===== config.mk =====
export PLATFORM = sky130hd
export DESIGN_NAME = e203_exu_oitf
export DESIGN_NICKNAME = d
export VERILOG_FILES = /design/src/rtl/e203_exu_oitf_pkg.sv /design/src/rtl/e203_exu_oitf_ptr.sv /design/src/rtl/e203_exu_oitf.sv
export SDC_FILE = /design/constraint.sdc
export NUM_CORES = 1
export LEC_CHECK = 0
export CAP_MARGIN = 20
export CORE_ASPECT_RATIO = 1.2
export CORE_MARGIN = 2
export CORE_UTILIZATION = 43
export CTS_CLUSTER_SIZE = 24
export DETAILED_ROUTE_END_ITERATION = 6
export PLACE_DENSITY_LB_ADDON = 0.12
export SYNTH_ARGS = -nofsm -noshare
export SYNTH_HDL_FRONTEND = slang
export SYNTH_SLANG_ARGS = --single-unit

===== constraint.sdc =====
create_clock -name clk -period 3.25 [get_ports clk]
set_clock_uncertainty 0.15 [all_clocks]
set_input_delay 0.325 -clock clk [delete_from_list [all_inputs] [get_ports clk]]
set_output_delay 0.325 -clock clk [all_outputs]
set_load 0.05 [all_outputs]

===== src/rtl/e203_exu_oitf_pkg.sv =====
// Shared core sizing for the outstanding instruction track FIFO and its pointer counters.
// Pure constants and a helper; no logic, no latency, no flow control.
// Other blocks import these values so that itag widths agree across the core.
package e203_exu_oitf_pkg;

    localparam int E203_OITF_DEPTH  = 2;
    localparam int E203_ITAG_WIDTH  = (E203_OITF_DEPTH > 1) ? $clog2(E203_OITF_DEPTH) : 1;
    localparam int E203_RFIDX_WIDTH = 5;
    localparam int E203_PC_SIZE     = 32;

    // One architectural register operand as seen by the hazard comparators.
    typedef struct packed {
        logic                        en;
        logic                        fpu;
        logic [E203_RFIDX_WIDTH-1:0] idx;
    } reg_ref_t;

endpackage


===== src/rtl/e203_exu_oitf_ptr.sv =====
// Circular pointer with a wrap flag; the flag tells full from empty when two pointers are equal.
// Single-cycle: ptr/flg update on the clock edge after inc.
// No backpressure; the caller only pulses inc on a legal move.
module e203_exu_oitf_ptr #(
    parameter int DEPTH = 2,
    parameter int W     = 1
) (
    input  logic         clk,
    input  logic         rst_n,
    input  logic         inc,
    output logic [W-1:0] ptr,
    output logic         flg
);

    always_ff @(posedge clk or negedge rst_n) begin
        if (!rst_n) begin
            ptr <= '0;
            flg <= 1'b0;
        end else if (inc) begin
            if (ptr == W'(DEPTH - 1)) begin
                ptr <= '0;
                flg <= ~flg;
            end else begin
                ptr <= ptr + W'(1);
            end
        end
    end

endmodule


===== src/rtl/e203_exu_oitf.sv =====
// Outstanding instruction track FIFO: itag allocation for long-pipe ops plus RAW/WAW hazard flags.
// Entries are visible on ret_* and in hazard matching one cycle after dispatch; ret_*/matches are combinational.
// dis_ready drops when full (independent of ret_ena); retire on empty and dispatch on full are ignored.
module e203_exu_oitf
    import e203_exu_oitf_pkg::*;
#(
    parameter int DEPTH       = E203_OITF_DEPTH,
    parameter int ITAG_WIDTH  = E203_ITAG_WIDTH,
    parameter int RFIDX_WIDTH = E203_RFIDX_WIDTH,
    parameter int PC_SIZE     = E203_PC_SIZE
) (
    input  logic                   clk,
    input  logic                   rst_n,
    output logic                   dis_ready,
    input  logic                   dis_ena,
    output logic [ITAG_WIDTH-1:0]  dis_ptr,
    input  logic                   disp_i_rdwen,
    input  logic                   disp_i_rdfpu,
    input  logic [RFIDX_WIDTH-1:0] disp_i_rdidx,
    input  logic [PC_SIZE-1:0]     disp_i_pc,
    input  logic                   disp_i_rs1en,
    input  logic                   disp_i_rs2en,
    input  logic                   disp_i_rs3en,
    input  logic                   disp_i_rs1fpu,
    input  logic                   disp_i_rs2fpu,
    input  logic                   disp_i_rs3fpu,
    input  logic [RFIDX_WIDTH-1:0] disp_i_rs1idx,
    input  logic [RFIDX_WIDTH-1:0] disp_i_rs2idx,
    input  logic [RFIDX_WIDTH-1:0] disp_i_rs3idx,
    output logic                   oitfrd_match_disprs1,
    output logic                   oitfrd_match_disprs2,
    output logic                   oitfrd_match_disprs3,
    output logic                   oitfrd_match_disprd,
    input  logic                   ret_ena,
    output logic [ITAG_WIDTH-1:0]  ret_ptr,
    output logic [RFIDX_WIDTH-1:0] ret_rdidx,
    output logic                   ret_rdwen,
    output logic                   ret_rdfpu,
    output logic [PC_SIZE-1:0]     ret_pc,
    output logic                   oitf_empty
);

    logic [ITAG_WIDTH-1:0] alc_ptr;
    logic                  alc_flg;
    logic                  ret_flg;
    logic                  full;
    logic                  dis_fire;
    logic                  ret_fire;

    logic [DEPTH-1:0]       vld;
    logic [RFIDX_WIDTH-1:0] rdidx_q [DEPTH];
    logic                   rdwen_q [DEPTH];
    logic                   rdfpu_q [DEPTH];
    logic [PC_SIZE-1:0]     pc_q    [DEPTH];

    assign oitf_empty = (alc_ptr == ret_ptr) && (alc_flg == ret_flg);
    assign full       = (alc_ptr == ret_ptr) && (alc_flg != ret_flg);
    assign dis_ready  = ~full;
    assign dis_ptr    = alc_ptr;
    assign dis_fire   = dis_ena & ~full;
    assign ret_fire   = ret_ena & ~oitf_empty;

    e203_exu_oitf_ptr #(.DEPTH(DEPTH), .W(ITAG_WIDTH)) u_alc_ptr (
        .clk   (clk),
        .rst_n (rst_n),
        .inc   (dis_fire),
        .ptr   (alc_ptr),
        .flg   (alc_flg)
    );

    e203_exu_oitf_ptr #(.DEPTH(DEPTH), .W(ITAG_WIDTH)) u_ret_ptr (
        .clk   (clk),
        .rst_n (rst_n),
        .inc   (ret_fire),
        .ptr   (ret_ptr),
        .flg   (ret_flg)
    );

    // Alloc and retire slots only coincide when empty or full, where one side is already blocked.
    for (genvar i = 0; i < DEPTH; i++) begin : g_ent
        always_ff @(posedge clk or negedge rst_n) begin
            if (!rst_n) begin
                vld[i] <= 1'b0;
            end else if (dis_fire && (alc_ptr == ITAG_WIDTH'(i))) begin
                vld[i] <= 1'b1;
            end else if (ret_fire && (ret_ptr == ITAG_WIDTH'(i))) begin
                vld[i] <= 1'b0;
            end
        end

        always_ff @(posedge clk) begin
            if (dis_fire && (alc_ptr == ITAG_WIDTH'(i))) begin
                rdidx_q[i] <= disp_i_rdidx;
                rdwen_q[i] <= disp_i_rdwen;
                rdfpu_q[i] <= disp_i_rdfpu;
                pc_q[i]    <= disp_i_pc;
            end
        end
    end

    assign ret_rdidx = rdidx_q[ret_ptr];
    assign ret_rdwen = vld[ret_ptr] & rdwen_q[ret_ptr];
    assign ret_rdfpu = vld[ret_ptr] & rdfpu_q[ret_ptr];
    assign ret_pc    = pc_q[ret_ptr];

    always_comb begin
        oitfrd_match_disprs1 = 1'b0;
        oitfrd_match_disprs2 = 1'b0;
        oitfrd_match_disprs3 = 1'b0;
        oitfrd_match_disprd  = 1'b0;
        for (int i = 0; i < DEPTH; i++) begin
            if (vld[i] && rdwen_q[i]) begin
                oitfrd_match_disprs1 |= disp_i_rs1en && (rdfpu_q[i] == disp_i_rs1fpu) && (rdidx_q[i] == disp_i_rs1idx);
                oitfrd_match_disprs2 |= disp_i_rs2en && (rdfpu_q[i] == disp_i_rs2fpu) && (rdidx_q[i] == disp_i_rs2idx);
                oitfrd_match_disprs3 |= disp_i_rs3en && (rdfpu_q[i] == disp_i_rs3fpu) && (rdidx_q[i] == disp_i_rs3idx);
                oitfrd_match_disprd  |= disp_i_rdwen && (rdfpu_q[i] == disp_i_rdfpu)  && (rdidx_q[i] == disp_i_rdidx);
            end
        end
    end

`ifndef SYNTHESIS
    always @(posedge clk) begin
        if (rst_n) begin
            assert (!(ret_ena && oitf_empty)) else $warning("oitf: retire requested while empty, ignored");
            assert (!(dis_ena && full))       else $warning("oitf: dispatch requested while full, ignored");
        end
    end
`endif

endmodule


# Yosys cells after proc, flatten, opt, wreduce, memory -nomap -nowiden
# Memory sizes are Yosys's and may differ from the RTL's.
# Cells that the tools add are included.
# W data, S select, Z words.
op_classes:
  add_sub_neg: 2
  n_mux: 32
  order_cmp: 1
  n_reduce_logical: 32
  bitwise_logic: 14
  n_eq_ne: 19
ops:
  columns: ["operator", "count"]
  rows:
  - ["$eq A5 B5 Y1", 8]
  - ["$mux W32", 1]
  - ["$reduce_or A32 Y1", 1]
  - ["$mux W1", 30]
  - ["$logic_and A1 B1 Y1", 24]
  - ["$eq A1 B1 Y1", 10]
  - ["$not A1 Y1", 6]
  - ["$mux W5", 1]
  - ["$reduce_or A5 Y1", 1]
  - ["$and A1 B1 Y1", 4]
  - ["$or A1 B1 Y1", 4]
  - ["$reduce_and A2 Y1", 2]
  - ["$reduce_bool A2 Y1", 2]
  - ["$add A1 B1 Y1 const B", 2]
  - ["$lt A1 B2 Y1 const B", 1]
  - ["$reduce_or A1 Y1", 2]
  - ["$ne A1 B1 Y1", 1]
totals:
  n_memories: 4
  inputBits: 64
  reg_bits: 6
  ram_bits: 78
  elab_cells: 110
  out_inout_bits: 47
mem_list:
  columns: ["memory", "words", "width", "rd", "rd_ports_with_merged_regs", "write_ports", "line", "rtl"]
  rows:
  - ["pc_q", 2, 32, 1, 0, 1, "e203_exu_oitf.sv:54", "logic [PC_SIZE-1:0] pc_q [DEPTH];"]
  - ["rdidx_q", 2, 5, 3, 0, 1, "e203_exu_oitf.sv:51", "logic [RFIDX_WIDTH-1:0] rdidx_q [DEPTH];"]
  - ["rdfpu_q", 2, 1, 3, 0, 1, "e203_exu_oitf.sv:53", "logic rdfpu_q [DEPTH];"]
  - ["rdwen_q", 2, 1, 3, 0, 1, "e203_exu_oitf.sv:52", "logic rdwen_q [DEPTH];"]

# Depth between registers and ports, before layout
# Gate-level depths: netlist of run 1.
depth:
  depth_word: 9
  ltp_mapped: 5
  ltp_nobuf: 4

# Cells and area by module
# From an unflattened synthesis of run 1, not the netlist that was laid out.
hier_totals:
  cells_unflattened: 236
  hier_area_um2: 3742.3
by_module_without_submodules:
  columns: ["mod", "seq_area_each_um2", "cells_each", "n_inst", "area_each_um2"]
  rows:
  - ["e203_exu_oitf", 2392.3, 226, 1, 3599.7]
  - ["e203_exu_oitf_ptr", 50.0, 5, 2, 71.3]

# Worst setup path before layout of run 1
# No wires, ideal clock.
synth_timing:
  path_kind: "register -> register"
  startpoint: "reg u_alc_ptr.ptr"
  endpoint: "mem pc_q[0][0] (netlist bit) (enable)"
  t_required_ns: 2.665
  slack_ns: -0.308
  synth_period_minus_slack_ns: 3.558
  t_arrival_ns: 2.972
  stages_incl_launch_ff: 6
  path_buffers: 1
  setup_ns: 0.435
  cell_sequence: "dfrtp_1 -> buf_4 -> xnor2_1 -> nand2_2 -> nand2_1 -> nor2_1"
synth_between:
  elab_chain_len: 9
  word_cells_on_any_way: 14
synth_lines:
  columns: ["element", "line", "rtl"]
  rows:
  - ["from (decl)", "e203_exu_oitf_ptr.sv:11", "output logic [W-1:0] ptr,"]
  - ["from (signal assigned)", "e203_exu_oitf_ptr.sv:24", "ptr <= ptr + W'(1);"]
  - ["$eq A1 B1 Y1 *", "e203_exu_oitf.sv:57", "assign full = (alc_ptr == ret_ptr) && (alc_flg != ret_flg);"]
  - ["$logic_and A1 B1 Y1 *", "e203_exu_oitf.sv:57", null]
  - ["$not A1 Y1 *", null, null]
  - ["named net dis_ready", "e203_exu_oitf.sv:14", "output logic dis_ready,"]
  - ["$and A1 B1 Y1 *", "e203_exu_oitf.sv:60", "assign dis_fire = dis_ena & ~full;"]
  - ["$logic_and A1 B1 Y1", "e203_exu_oitf.sv:92", "if (dis_fire && (alc_ptr == ITAG_WIDTH'(i))) begin"]
  - ["$mux W1", "e203_exu_oitf.sv:92", null]
  - ["$mux W1 (implied by the code)", "e203_exu_oitf.sv:96", "pc_q[i] <= disp_i_pc;"]
  - ["$reduce_or A32 Y1 (no line)", null, null]
  - ["$mux W1 (no line)", null, null]
  - ["to (decl)", "e203_exu_oitf.sv:54", null]
# Mark *: on every way through the listed nets, which the timed path passes. The rest lies on a longest branch.

==> results of run 1 <==
cells in the mapped netlist (all sizes together):
master	n
mux2	37
a21boi	4
a21oi	1
o21ai	5
nand2b	1
clkbuf	3
nand4	8
xnor2	28
dfrtp	6
nor2	1
o21a	1
nor4	8
nand2	6
o221ai	1
o22a	1
edfxtp	78
inv	4
nand3	3
xor2	26
buf	15
and3	1
cells by family (layout without fill, tap and decap cells):
logic type	after synthesis	in the layout	share of synthesized area [%]
and+or+nand+nor	28	28	4.29
muxes	37	37	11.1
DFF	84	84	66.2
xor gates and xnor gates	54	54	12.6
AOI/OAI and AO/OA	13	13	2.26
buffers and inverters	22	133	3.62
final cells by class:
type	count	area [µm²]	share of cell area (%)
tap	117	146	2.87
sequential	84	2490	48.9
clock inverter	7	57.6	1.13
clock buffer	9	124	2.43
multi-input combinational	132	1140	22.4
inverter	4	15.0	0.294
timing repair buffer	113	1120	22.0
state kept, by name, indices dropped and copies added (netlist names):
name,cells
rdwen_q,2
u_alc_ptr.ptr,1
u_alc_ptr.flg,1
rdfpu_q,2
u_ret_ptr.ptr,1
u_ret_ptr.flg,1
vld,2
pc_q,64
rdidx_q,10
critical path, delay by kind of cell, from the launching register on:
kind | cells | cell delay, ps
buf+inv | 1 | 810
flops | 1 | 510
xor+xnor | 1 | 210
compound gates | 1 | 150
simple gates | 2 | 560
path summary, 6_finish.rpt:
check | start | to | depth (start not counted)
worst max-delay path | rdidx_q[0][2] | oitfrd_match_disprs3 | 5
worst min-delay path | rst_n | u_alc_ptr.ptr | 1
worst max register to register | u_alc_ptr.ptr | pc_q[0][29] | 5
worst min register to register | u_alc_ptr.flg | u_alc_ptr.flg | 1
max in group asynchronous | rst_n | u_ret_ptr.ptr | 1
min in group clk | u_alc_ptr.flg | u_alc_ptr.flg | 1
metal layers:
metal	global-route usage [%]	up-vias	part of all wire [%]
met3	4.43	8	6.9
met4	8.32	0	1.8
met2	26.0	79	49
li1	-	1077	-
met1	19.9	1105	42
met5	0	-	0
through the flow:
| stage | util, % | power, mW |
|---|---|---|
| after floorplan | - | 3.68 |
| final | 59.6 | 5.13 |
| after detailed placement | 57.5 | 4.49 |
| after global routing | 59.6 | 5.36 |
| after CTS | 59.6 | 5.18 |
| after global placement | 57.5 | 4.47 |
power breakdown:
part / internal [mW] / leakage (nW) / total [mW] / switching, mW
logic: 0.982 / 0.843 / 2.67 / 1.69
clock network: 0.286 / 0.0829 / 0.686 / 0.399
registers: 1.58 / 0.793 / 1.77 / 0.188
==> run_results.csv, run 1 <==
group,metric,value,unit
status,status,"completed",
synth,yosys_warnings,0,
clock_tree,cts_inserted_buffers,9,
final_layout,n_fill_cell,713,
synth,synth_fp_nets,302,
synth,synth_area_leader_cell,"edfxtp_1",
grt,first_global_vias,2295,
synth,ys_ff_latch,84,
clock_tree,cts_tree,"yes",
clock_tree,clk_latency,360,ps
routing,wl_per_cell,16.1,µm
setup_path,cp_slowest_cell,"clkdlybuf4s50_1",
routing,ant_nets,0,
final_layout,drive_gt1_share,17.2,%
sta,setup_viol,0,
setup_path,worstPathRequired,2770,ps
place,dp_hpwl,5.13,mm
synth,yosys.area.top_type_share,62.2,%
sta,finalCritPeriodShare,94.4,%
die,fp.dieW,89.4,µm
sta,hold_slack,52.3,ps
place,finalWeightedCongestion,0.782,
clock_tree,clk_path_buf_depth,2,
clock_tree,postCtsSetupBuffers,0,
place,io_buffer_count,110,
min_path,hold_path.class,"primary input to asynchronous set/reset pin",
sta,final.setup.tns,0,ps
setup_path,crit_fanout,5,
sta,timing.final.crit_period,3070,ps
die,die_h,107,µm
final_layout,area_delta_synth_final,35.6,%
routing,drc_errors,0,
clock_tree,h-tree-depth,3,
setup_path,critPathMaxStageDelay,810,ps
sta,hold_viol,0,
final_layout,fin_cells,466,
die,io_pins,111,
synth,ys_top_cells_by_area,"edfxtp_1 62%, mux2_2 11%, xnor2_1 6.5%",
setup_path,crit_arrival,2590,ps
sta,worst_slack,181,ps
die,die_area,9520,µm²
die,start_util,44.0,%
final_layout,fin_area,5100,µm²
grt,grt-ovfl-total,0,
place,dp_cells,450,
die,num_rows,37,
synth,seq_area_frac_synth,66.2,%
setup_path,r2r_slack,1200,ps
sta,fmax,326,MHz
routing,drt-initial-drc-count,114,
setup_path,crit_path_start_kind,"register",
sta,drv_slew,0,
clock_tree,path_clk_slew,90,ps
sta,tightest_slew,598,ps
clock_tree,cts.sinks,84,
synth,netlist_instances,238,
pwr,p_leak,1.72,nW
sta,rsz0062_at_grt,"no",
die,fp.coreArea,8560,µm²
grt,grt_pass1_wl,11.3,mm
synth,ys_types,25,
synth,syn_area,3760,µm²
place,post-place-ws,308,ps
setup_path,critPathKind,"register to primary output",
routing,vias_per_cell,4.87,
clock_tree,post_cts_resized,0,
sta,relSlewSlack,60.2,%
routing,wl,7.52,mm
synth,syn_avg_cell_area,15.8,µm²
setup_path,crit_chain,"xor2_1 > nor4_1 > nand4_1 > a21boi_1 > clkdlybuf4s50_1",
final_layout,diodes,0,
final_layout,final_common_cell,"clkdlybuf4s50_1",
grt,track_usage,16.3,%
final_layout,final_cell_mix,"110 x clkdlybuf4s50_1, 78 x edfxtp_1, 37 x mux2_2",
grt,grt_max_degree,41,
grt,antenna_found_initial,0,
setup_path,critPathCaptureType,"primary output",
clock_tree,cts_hold_buffers,0,
routing,num_vias,2269,
final_layout,final_nets,408,
run,drv_cap,0,
place,place_area,4920,µm²
routing,drt-pass1-iter-count,4,
pwr,p_per_area,1000,nW/µm²
clock_tree,root_buffer,"clkbuf_8",
pwr,ir_drop,0.000604,V
Power figures use the tool's default switching activity.
==> run 2: changes to the inputs <==
Settings changed: SLEW_MARGIN set to 20.
==> results of run 2 <==
The final DEF is identical to that of run 1; final timing and power are the same.
